## config.mk

```make
export PLATFORM = sky130hd
export DESIGN_NAME = bcd_seg_scan_flat
export DESIGN_NICKNAME = d
export VERILOG_FILES = /design/src/rtl/bcd_seg_scan_if.sv /design/src/rtl/bcd_seg_scan.sv /design/src/flat_wrapper.sv
export SDC_FILE = /design/constraint.sdc
export NUM_CORES = 1
export LEC_CHECK = 0
export CORE_ASPECT_RATIO = 1.25
export CORE_MARGIN = 3
export CORE_UTILIZATION = 54
export DETAILED_ROUTE_END_ITERATION = 10
export HOLD_SLACK_MARGIN = 0.02
export MAX_ROUTING_LAYER = met4
export PLACE_DENSITY = 0.8
export SLEW_MARGIN = 20
export SYNTH_ARGS = -nofsm -noshare
export SYNTH_HDL_FRONTEND = slang
export SYNTH_SLANG_ARGS = --single-unit
```

## constraint.sdc

```tcl
create_clock -name clk -period 2.7 [get_ports clk]
set_input_delay 0.675 -clock clk [delete_from_list [all_inputs] [get_ports clk]]
set_output_delay 0.675 -clock clk [all_outputs]
set_load 0.005 [all_outputs]
```

## src/rtl/bcd_seg_scan_if.sv

```systemverilog
// Bus between a BCD producer and the 3-digit segment scanner.
// The master drives bcd/load and reads the display pins and status; the slave is the scanner.
interface bcd_seg_scan_if;
  logic [15:0] bcd;
  logic        load;
  logic [6:0]  seg;
  logic [2:0]  an;
  logic        pending;
  logic        frame_done;

  modport master (output bcd, load, input seg, an, pending, frame_done);
  modport slave  (input bcd, load, output seg, an, pending, frame_done);
endinterface

```

## src/rtl/bcd_seg_scan.sv

```systemverilog
// 3-digit multiplexed 7-segment driver with tear-free commit of loaded BCD values at frame wrap.
// Optional LEADING_ZERO_BLANK_EN: blanks leading-zero hundreds/tens digits.
//
// slot       | meaning
// SLOT_ONES  | next tick drives the ones digit
// SLOT_TENS  | next tick drives the tens digit
// SLOT_HUNDS | next tick drives the hundreds digit; that tick wraps the frame and may commit
module bcd_seg_scan #(
  parameter int CLK_DIV        = 50000,
  parameter bit SEG_ACTIVE_LOW = 1'b1,
  parameter bit AN_ACTIVE_LOW  = 1'b1
) (
  input logic            clk,
  input logic            reset,
  bcd_seg_scan_if.slave  bus_if
);

  localparam int             PW        = $clog2(CLK_DIV);
  localparam logic [PW-1:0]  PRESC_MAX = PW'(CLK_DIV - 1);
  localparam logic [6:0]     SEG_OFF   = SEG_ACTIVE_LOW ? 7'h7F : 7'h00;
  localparam logic [2:0]     AN_OFF    = AN_ACTIVE_LOW ? 3'b111 : 3'b000;

  typedef enum logic [1:0] {
    SLOT_ONES  = 2'd0,
    SLOT_TENS  = 2'd1,
    SLOT_HUNDS = 2'd2
  } slot_e;

  logic [PW-1:0] presc_q, presc_d;
  slot_e         slot_q, slot_d;
  logic [9:0]    shown_q, shown_d;
  logic [9:0]    pend_val_q, pend_val_d;
  logic          pending_q, pending_d;
  logic          frame_done_q, frame_done_d;
  logic [6:0]    seg_q, seg_d;
  logic [2:0]    an_q, an_d;

  logic          tick;
  logic          wrap;
  logic          blank;
  logic          lz_hund;
  logic          lz_tens;
  logic [3:0]    digit;
  logic [2:0]    an_sel;
  logic [6:0]    pat;
  logic [5:0]    unused_bcd_hi;

  assign unused_bcd_hi = bus_if.bcd[15:10];

  function automatic logic [6:0] seg_decode(input logic [3:0] d);
    case (d)
      4'd0:    seg_decode = 7'h3F;
      4'd1:    seg_decode = 7'h06;
      4'd2:    seg_decode = 7'h5B;
      4'd3:    seg_decode = 7'h4F;
      4'd4:    seg_decode = 7'h66;
      4'd5:    seg_decode = 7'h6D;
      4'd6:    seg_decode = 7'h7D;
      4'd7:    seg_decode = 7'h07;
      4'd8:    seg_decode = 7'h7F;
      4'd9:    seg_decode = 7'h6F;
      default: seg_decode = 7'h40;
    endcase
  endfunction

  always_comb begin
`ifdef LEADING_ZERO_BLANK_EN
    lz_hund = (shown_q[9:8] == 2'd0);
    lz_tens = lz_hund && (shown_q[7:4] == 4'd0);
`else
    lz_hund = 1'b0;
    lz_tens = 1'b0;
`endif
  end

  always_comb begin
    tick         = (presc_q == PRESC_MAX);
    presc_d      = tick ? '0 : presc_q + 1'b1;
    slot_d       = slot_q;
    shown_d      = shown_q;
    pend_val_d   = pend_val_q;
    pending_d    = pending_q;
    seg_d        = seg_q;
    an_d         = an_q;
    digit        = 4'd0;
    an_sel       = 3'b000;
    blank        = 1'b1;

    case (slot_q)
      SLOT_ONES: begin
        digit  = shown_q[3:0];
        an_sel = 3'b001;
        blank  = 1'b0;
      end
      SLOT_TENS: begin
        digit  = shown_q[7:4];
        an_sel = 3'b010;
        blank  = lz_tens;
      end
      SLOT_HUNDS: begin
        digit  = {2'b00, shown_q[9:8]};
        an_sel = 3'b100;
        blank  = lz_hund;
      end
      default: begin
        digit  = 4'd0;
        an_sel = 3'b000;
        blank  = 1'b1;
      end
    endcase
    pat = seg_decode(digit);

    wrap         = tick && (slot_q == SLOT_HUNDS);
    frame_done_d = wrap;

    if (tick) begin
      if (blank) begin
        seg_d = SEG_OFF;
        an_d  = AN_OFF;
      end else begin
        seg_d = SEG_ACTIVE_LOW ? ~pat : pat;
        an_d  = AN_ACTIVE_LOW ? ~an_sel : an_sel;
      end
      case (slot_q)
        SLOT_ONES: slot_d = SLOT_TENS;
        SLOT_TENS: slot_d = SLOT_HUNDS;
        default:   slot_d = SLOT_ONES;
      endcase
    end

    // Commit uses the old pending value; a same-edge load re-arms pending with the new one.
    if (wrap && pending_q) begin
      shown_d   = pend_val_q;
      pending_d = 1'b0;
    end
    if (bus_if.load) begin
      pend_val_d = bus_if.bcd[9:0];
      pending_d  = 1'b1;
    end
  end

  always_ff @(posedge clk) begin
    if (reset) begin
      presc_q      <= '0;
      slot_q       <= SLOT_ONES;
      shown_q      <= '0;
      pend_val_q   <= '0;
      pending_q    <= 1'b0;
      frame_done_q <= 1'b0;
      seg_q        <= SEG_OFF;
      an_q         <= AN_OFF;
    end else begin
      presc_q      <= presc_d;
      slot_q       <= slot_d;
      shown_q      <= shown_d;
      pend_val_q   <= pend_val_d;
      pending_q    <= pending_d;
      frame_done_q <= frame_done_d;
      seg_q        <= seg_d;
      an_q         <= an_d;
    end
  end

  assign bus_if.seg        = seg_q;
  assign bus_if.an         = an_q;
  assign bus_if.pending    = pending_q;
  assign bus_if.frame_done = frame_done_q;

endmodule

```

## src/flat_wrapper.sv

```systemverilog
// flat-port wrapper written by rule: the top's interface ports become plain ports
module bcd_seg_scan_flat 
#(
  parameter int CLK_DIV        = 50000,
  parameter bit SEG_ACTIVE_LOW = 1'b1,
  parameter bit AN_ACTIVE_LOW  = 1'b1
)
  (clk, reset, bus_if_bcd, bus_if_load, bus_if_seg, bus_if_an, bus_if_pending, bus_if_frame_done);
  bcd_seg_scan_if bus_if_i ();
  input logic clk;
  input logic reset;
  input wire logic [$bits(bus_if_i.bcd)-1:0] bus_if_bcd;
  input wire logic [$bits(bus_if_i.load)-1:0] bus_if_load;
  output wire logic [$bits(bus_if_i.seg)-1:0] bus_if_seg;
  output wire logic [$bits(bus_if_i.an)-1:0] bus_if_an;
  output wire logic [$bits(bus_if_i.pending)-1:0] bus_if_pending;
  output wire logic [$bits(bus_if_i.frame_done)-1:0] bus_if_frame_done;
  assign bus_if_i.bcd = bus_if_bcd;
  assign bus_if_i.load = bus_if_load;
  assign bus_if_seg = bus_if_i.seg;
  assign bus_if_an = bus_if_i.an;
  assign bus_if_pending = bus_if_i.pending;
  assign bus_if_frame_done = bus_if_i.frame_done;
  bcd_seg_scan #(.CLK_DIV(CLK_DIV), .SEG_ACTIVE_LOW(SEG_ACTIVE_LOW), .AN_ACTIVE_LOW(AN_ACTIVE_LOW)) u_core (.clk(clk), .reset(reset), .bus_if(bus_if_i));
endmodule
```

Yosys cells after proc, flatten, opt, wreduce, memory -nomap -nowiden

Memory sizes are Yosys's and may differ from the RTL's.
Index checks and enable logic that the tools add are counted.
Widths: inputs -> output; s select.

Bits in writable memories: 0
Memory bits (read-only): 112
Latch bits: 0
Input port bits: 19
Register bits after elaboration: 50
Logic and storage cells: 28
Output and inout bits: 12
Memories: 1

Bitwise logic cells: 2
Divide/modulo/power cells: 0
Magnitude comparators: 0
Add/subtract/negate cells: 1
Reductions and logical operators: 6
Mux-type cells: 7
Shifts and indexed selects: 0
Equality and inequality tests: 3
Multiply operators: 0

Memories:

| name            | words | width | read ports | clocked after memory_dff | wr ports | RTL line           | RTL |
|---|---|---|---|---|---|---|---|
| (no name shown) | 16    | 7     | 1          | 0                        | 0        | bcd_seg_scan.sv:51 | `case (d)` |

Operators with widths:

| operator              | count |
|---|---|
| $add 16x1->16 const B | 1 |
| $eq 16x16->1 const B  | 1 |
| $pmux 4 s3            | 1 |
| $pmux 3 s3            | 1 |
| $mux 7                | 1 |
| $not 7->7             | 1 |
| $pmux 2 s2            | 1 |
| $mux 3                | 1 |
| $not 3->3             | 1 |
| $reduce_or 3->1       | 1 |
| $eq 2x1->1 const B    | 1 |
| $eq 2x2->1 const B    | 1 |
| $logic_and 1x1->1     | 2 |
| $logic_not 2->1       | 1 |
| $mux 1                | 2 |
| $reduce_bool 2->1     | 1 |
| $reduce_or 2->1       | 1 |

Logic depth before layout (Yosys ltp)

Gate-level depths: netlist (run 1).

Word-level depth: 5
Mapped depth: 9
Depth with buffers taken out: 8

Worst setup path after synthesis (run 1)

OpenSTA, ideal clock, no wires.

Kind: flip-flop to flip-flop
From: reg u_core.slot_q[0]
To: reg u_core.seg_q[3], in the netlist u_core.bus_if.seg[3]
Cell stages (with the launch flop): 10
Period minus slack after synthesis: 1.941 ns
Arrival: 1.806 ns
Path buffers: 1
Path slack: 0.759 ns
Cell sequence: dfxtp_1 > buf_2 > mux2i_1 > o2bb2ai_1 > inv_1 > ha_1 > nand2b_1 > a2bb2oi_1 > a211oi_1 > o21ai_0

Cells in the longest elaborated chain, start to end: 5

RTL lines:

| item                               | RTL line            | RTL |
|---|---|---|
| start: declaration                 | bcd_seg_scan.sv:30  | `slot_e slot_q, slot_d;` |
| start signal: assignment           | bcd_seg_scan.sv:154 | `slot_q <= slot_d;` |
| $eq 2x2->1 (tied with other cells) | bcd_seg_scan.sv:89  | `case (slot_q)` |
| $pmux 4 s3                         | bcd_seg_scan.sv:89  |  |
| $mem_v2 16x7                       | --                  |  |
| $not 7->7                          | bcd_seg_scan.sv:121 | `seg_d = SEG_ACTIVE_LOW ? ~pat : pat;` |
| $mux 7 (*)                         | bcd_seg_scan.sv:117 | `if (blank) begin` |
| end signal: assignment             | bcd_seg_scan.sv:159 | `seg_q <= seg_d;` |
| end: declaration                   | bcd_seg_scan.sv:35  | `logic [6:0] seg_q, seg_d;` |

Every way passes the cells marked *; elsewhere a longest branch is shown, timed or not.
A chain may end at the register's enable or synchronous reset.

Worst setup path in the final report (run 1)

Same ends and word-level chain as after synthesis.

==> impl_results.md, run 1 <==
* Power per standard cell area at about 500 nW/um2
* Post-DP HPWL at around 3.1 mm
* Area growth from synthesis to layout at 16.1%
* Setup Skew at ~0.0053 ns
* Multi-input gate area at ~1200 um2
* Peak supply drop at between 0.3 and 0.4 mV
* Worst Tran Pin Value at ~0.6 ns
* Vias at 1,862
* YS warnings at 0
* Cell Rows at 25
* First-pass GRT wire length at slightly above 8 mm
* Max FO, Critical Path at 5
* Status: complete, no violations
* Port bufs at 24
* Period minus WS final at around 2.1 ns
* Die W at approximately 64 um
* Critical Path Start Type: flop
* Synth Area in Compound Gates at between 10 and 15%
* Register area at approximately 1000 um2
* Critical R2R Capture: u_core.bus_if.seg[3]
* Ys flop type: dfxtp_1
* Crit path kind: flop to flop
* Most common cell in the netlist: dfxtp_1
* Final hold viol count at 0
* HP Class: flop to flop
* Worst-case clock buffer depth at 2
* Overall routing resource usage at between 20% and 30%
* Post-synthesis cell type count at between 40 and 50
* Nets at 300
* Reg2Reg Setup Slack at between 0.6 and 0.7 ns
* Starting density of the core at slightly below 60%
* Crit-path max cell delay at around 0.44 ns
* CP cell instances: mux2i_1, o2bb2ai_1, inv_1, ha_1, nand2b_1, a2bb2oi_1, a211oi_1, o21ai_0
* Cell depth of the worst flop-to-flop path at 8
* CTS Hold Bufs at 0
* Initial antenna violation count at 0
* Register area share after synthesis at between 40% and 50%
* I/O pins at 31
* FF-to-FF Start: u_core.slot_q[0]
* Max Clk Rate at 479 MHz
* Core ar. at slightly below 4000 um2
* # setup viols final at 0
* CTS Buf Count at 5
* Cts repair resizes at 0
* Root buffer cell: clkbuf_8
* Post-synth EDFFs at 0
* Post-synth ARST share at 0%
* P_leak at 0.00104 uW
* Avg WL per Cell at 13.6 um
* Hold Path End: u_core.shown_q[1]
* Slew HR at 59.8%
* Layout cells sized above 1 at 7.64%
* Setup bufs post-CTS at 0
* Clock tree from TritonCTS: done
* Syn Inst Count at between 200 and 300
* Routability congestion estimate at ~0.84
* Grt total ovfl at 0
* Hold_sp: u_core.pend_val_q[1]
* Max-slew violations at 0
* Die Ht at 78.7 um
* RSZ-0062 raised after global routing: false
* Post-synthesis simple-gate area fraction at a little over a fifth
* Total Die Area at 5050 um2
* Synth top area share at 43.8%
* Synth top cells by count: dfxtp_1, nor2_1, o21ai_0
* Vias per cell at around 5.7
* Synth area leader: dfxtp_1
* Worst Path Required at between 2 and 3 ns
* Worst hold stages at 2
* Fillcell total at about 350
* Xor/xnor cell area share of the yosys netlist at under 10%
* Post-route DRC at 0
* Iteration-0 DRC Markers at 96
* Post-synthesis mux area share at 7.50%
* Synth Area per Inst at ~9.0 um2
* Total power at approximately 1300 uW
* Number of global-route vias before repair at ~1,800
* Final critical-path share of the clock period at ~77%
* Worst setup EP type: flop
* Clock Pin Slew Worst Setup and Hold Paths at about 0.090 ns
* Post-Synth Adder-Cell Area at under 10%
* Synth Cell Area at between 2000 and 2500 um2
* Synthesis-stage register bit count at 50
* Mapped Nets at 280
* Largest net degree at the start of global routing at 26
* Combinational family with the most area after synthesis: simple AND/OR/NAND/NOR gates
* Clock sinks at 50
* Diodes inserted at 0
* Slowest CP cell: dfxtp_1
* Final wirelength at between 4 and 5 mm
* H-tree depth at 2
* Area contributors post-synth: dfxtp_1, mux2i_1, nor2_1
* Arrival @ worst endpoint at 2.26 ns
* Clock Latency Late Sink at ~0.3 ns
* First-pass DRT Iterations at 4
* Max Cap Violations at 0
* Antenna Nets Post-Route at 0
* Final setup TNS at 0 ns
critical path: cells and delay by family, from the launching register on:
family	cells	cell delay, ns
AO/OA/AOI/OAI	4	0.86
flip-flops	1	0.44
adder cells (fa/ha/maj)	1	0.33
AND/OR/NAND/NOR	1	0.07
buffers and inverters	1	0.15
multiplexers	1	0.10
how the worst max path moves through the flow:
stage                           endpoint              from  depth (start not counted)
detailed placement    u_core.presc_q[14]             reset                          4
CTS                 u_core.bus_if.seg[3]  u_core.slot_q[0]                          8
global placement      u_core.presc_q[14]             reset                          4
global route        u_core.bus_if.seg[3]  u_core.slot_q[0]                          8
floorplan           u_core.bus_if.seg[3]  u_core.slot_q[0]                          9
finish              u_core.bus_if.seg[3]  u_core.slot_q[0]                          8
power by group:
part / total, uW / internal, uW / switching, uW / leakage, uW
logic: 57.0 / 31.3 / 25.7 / 0.000581
clock network: 519 / 277 / 243 / 0.0000514
registers: 759 / 751 / 8.79 / 0.000406
area by class of cell:
type                       instances  share of cell area (%)
clock buffer                       6                    2.74
inverter                           6                   0.849
timing repair buffer              28                    10.2
sequential                        50                    37.7
tap                               54                    2.55
multi-input combinational        183                    44.5
clock inverter                     2                    1.42
kinds of logic (layout without fill, tap and decap cells):
logic type | after synthesis | count (layout)
and+or+nand+nor | 93 | 93
AOI/OAI and AO/OA | 54 | 54
DFF | 50 | 50
buffers and inverters | 21 | 42
muxes | 17 | 17
xor gates and xnor gates | 12 | 12
adders and majority gates | 7 | 7
cell usage in the layout, fill, tap and decap left out, types with 3 or more instances in the layout:
cell,n
and3_1,3
xor2_1,10
a21oi_1,15
clkdlybuf4s50_1,24
nor3_1,4
buf_4,4
nand3_1,17
mux2i_1,16
nand4_1,4
o211ai_1,3
ha_1,7
and4_1,3
clkbuf_8,5
nand2_1,14
inv_1,6
o21ai_0,20
dfxtp_1,50
nor2_1,34
state kept, by name, indices dropped and copies added, names as in the netlist:
signal / count
u_core.presc_q: 16
u_core.pend_val_q: 10
u_core.shown_q: 10
u_core.bus_if.seg: 7
u_core.bus_if.an: 3
u_core.slot_q: 2
u_core.bus_if.frame_done: 1
u_core.bus_if.pending: 1
metrics by stage:
step | worst slack, ns | cell area, um2 | hold WS (ns) | utilization [%] | instances
3_5_place_dp | 0.620 | 2540 | 0.460 | 64.5 | 321
4_1_cts | 0.609 | 2650 | 0.475 | 67.3 | 329
5_1_grt | 0.378 | 2650 | 0.499 | 67.3 | 329
2_1_floorplan | 0.759 | 2280 | 0.426 | - | 254
3_3_place_gp | 0.607 | 2540 | 0.445 | 64.5 | 321
6_report | 0.613 | 2650 | 0.473 | 67.3 | 329
layer usage:
layer	GRT usage, %	vias to the layer above	part of all wire [%]
met5	-	-	0
met1	24.4	891	46
met2	33.9	31	49
li1	-	934	-
met3	4.24	6	3.2
met4	5.07	0	1.2
(Power assumes the default switching activity.)
==> inputs of run 2 (changes only) <==
Settings changed: CORE_UTILIZATION 54 to 49, PLACE_DENSITY 0.8 to 0.76.
Clock period 2.7 ns to 1.9 ns, I/O delays scaled along.
==> impl_results.md, run 2 (same netlist as run 1, synthesis figures left out) <==
* RSZ-0062 raised after global routing: false
* Clock tree from TritonCTS: done
* Setup bufs post-CTS at 0
* Vias per cell at approximately 5.3
* Final hold viol count at 0
* Starting density of the core at between 50 and 60%
* Max FFs per register at 16
* Antenna Nets Post-Route at 0
* # setup viols final at 0
* Crit path max-delay family: compound AO/OA/AOI/OAI gates
* Max FO, Critical Path at 15
* Largest net degree at the start of global routing at 23
* Iteration-0 DRC Markers at around 110
* Overall routing resource usage at 18.1%
* Arrival @ worst endpoint at roughly 2.0 ns
* HP Class: flop to flop
* Crit-path max cell delay at 0.33 ns
* Nets at 310
* Worst Path Required at around 2.1 ns
* Avg WL per Cell at approximately 13 um
* Die Ht at 82.3 um
* Critical Path Start Type: flop
* I/O pins at 31
* CTS Buf Count at 5
* Top reg by flops: u_core.presc_q
* Clock Latency Late Sink at about 0.3 ns
* Slew HR at between 60% and 70%
* Routability congestion estimate at 0.853
* Vias at approximately 1,800
* Crit path kind: flop to flop
* Setup Skew at between 0.01 and 0.015 ns
* Root buffer cell: clkbuf_8
* Number of global-route vias before repair at between 1,500 and 2,000
* P_leak at 0.00109 uW
* Worst setup EP type: flop
* Area growth from synthesis to layout at 19.4%
* Final setup TNS at 0 ns
* Max-slew violations at 0
* Clock sinks at 50
* Initial antenna violation count at 0
* Core ar. at ~4500 um2
* Status: complete, no violations
* Total power at approximately 1800 uW
* Largest regs: u_core.presc_q x16, u_core.pend_val_q x10, u_core.shown_q x10
* Worst-case clock buffer depth at 2
* Worst Tran Pin Value at roughly 0.45 ns
* Max Clk Rate at 563 MHz
* Die W at roughly 67 um
* Most used cell, CP: buf_4
* Cell Rows at 27
* Grt total ovfl at 0
* Peak supply drop at approximately 0.48 mV
* Cell count after placement at around 340
* Power per standard cell area at 662 nW/um2
* Worst hold margin at ~0.47 ns
* Most frequent cells in the layout: dfxtp_1, nor2_1, clkdlybuf4s50_1
* H-tree depth at 2
* Diodes inserted at 0
* First-pass GRT wire length at 7.56 mm
* Post-DP HPWL at between 3 and 4 mm
* WP buf/inv at 2
* Final critical-path share of the clock period at about 94%
* Commonest non-fill, non-tap cell in the layout: dfxtp_1
* Final wirelength at about 4.5 mm
* CP cell instances: buf_4, nand2_1, o22a_1, buf_4, ha_1, o21bai_1, a211oi_1, o21ai_0
* First-pass DRT Iterations at 4
* Port bufs at 24
* Clock Pin Slew Worst Setup and Hold Paths at roughly 0.09 ns
* Max Cap Violations at 0
* Layout cells sized above 1 at between 10% and 20%
* Post-Layout Cell Count at between 300 and 400
* Total Die Area at ~5500 um2
* Post-route DRC at 0
* Slowest CP cell: dfxtp_1
* Period minus WS final at about 1.8 ns
* Fillcell total at 412
## run 2: cell count changes in the layout (fill, tap and decap cells not counted), sizes merged
cell	previous run	this run
buf	4	14
bufinv	1	0
clkinv	0	1
## run 2: worst register-to-register path: stages (launching register included)
cell and delay, ns:
dfxtp_1 0.33, buf_4 0.19, nand2_1 0.08, o22a_1 0.20
buf_4 0.15, ha_1 0.19, o21bai_1 0.18, a211oi_1 0.24
o21ai_0 0.10
## run 2: routing by layer
| metal | vias to the layer above | part of all wire, % | global-route usage, % |
|---|---|---|---|
| met5 | - | 0 | - |
| met4 | 0 | 1.5 | 5.27 |
| met3 | 9 | 3.7 | 4.19 |
| met2 | 41 | 47 | 29.4 |
| met1 | 820 | 48 | 22.4 |
| li1 | 949 | - | - |
## run 2: where the power goes
| group | leakage [uW] | internal [uW] | switching (uW) |
|---|---|---|---|
| clock network | 0.0000472 | 293 | 348 |
| logic | 0.000635 | 48.2 | 37.0 |
| registers | 0.000407 | 1070 | 12.0 |
## run 2: final timing paths
path                                   startpoint  cells past startpoint                   end  slack, ns
worst min register to register  u_core.presc_q[0]                      1     u_core.presc_q[0]       0.47
worst max register to register   u_core.slot_q[1]                      8  u_core.bus_if.seg[3]       0.12
worst max-delay path             u_core.slot_q[1]                      8  u_core.bus_if.seg[3]       0.12
worst min-delay path            u_core.presc_q[0]                      1     u_core.presc_q[0]       0.47
## run 2: repair_timing
action | in CTS | in global routing
setup endpoints to repair | 0 | 1
resized for setup | 0 | 2
hold buffers | 0 | 0
## run 2: layout make-up
| class | count | area (um2) | area share (%) |
|---|---|---|---|
| Timing Repair Buffer | 38 | 345 | 12.7 |
| Clock inverter | 2 | 12.5 | 0.459 |
| Sequential cell | 50 | 1000 | 36.7 |
| Multi-Input combinational cell | 183 | 1190 | 43.6 |
| Inverter | 6 | 22.5 | 0.826 |
| Tap cell | 58 | 72.6 | 2.66 |
| Clock buffer | 6 | 82.6 | 3.03 |
## run 2: per-stage QoR
stage / worst slack [ns] / utilization [%] / cell area [um2]
3_5_place_dp: 0.101 / 59.0 / 2630
4_1_cts: 0.0236 / 61.1 / 2720
5_1_grt: 0.0144 / 61.2 / 2730
2_1_floorplan: 0.0490 / - / 2290
6_report: 0.123 / 61.2 / 2730
3_3_place_gp: 0.149 / 59.0 / 2630
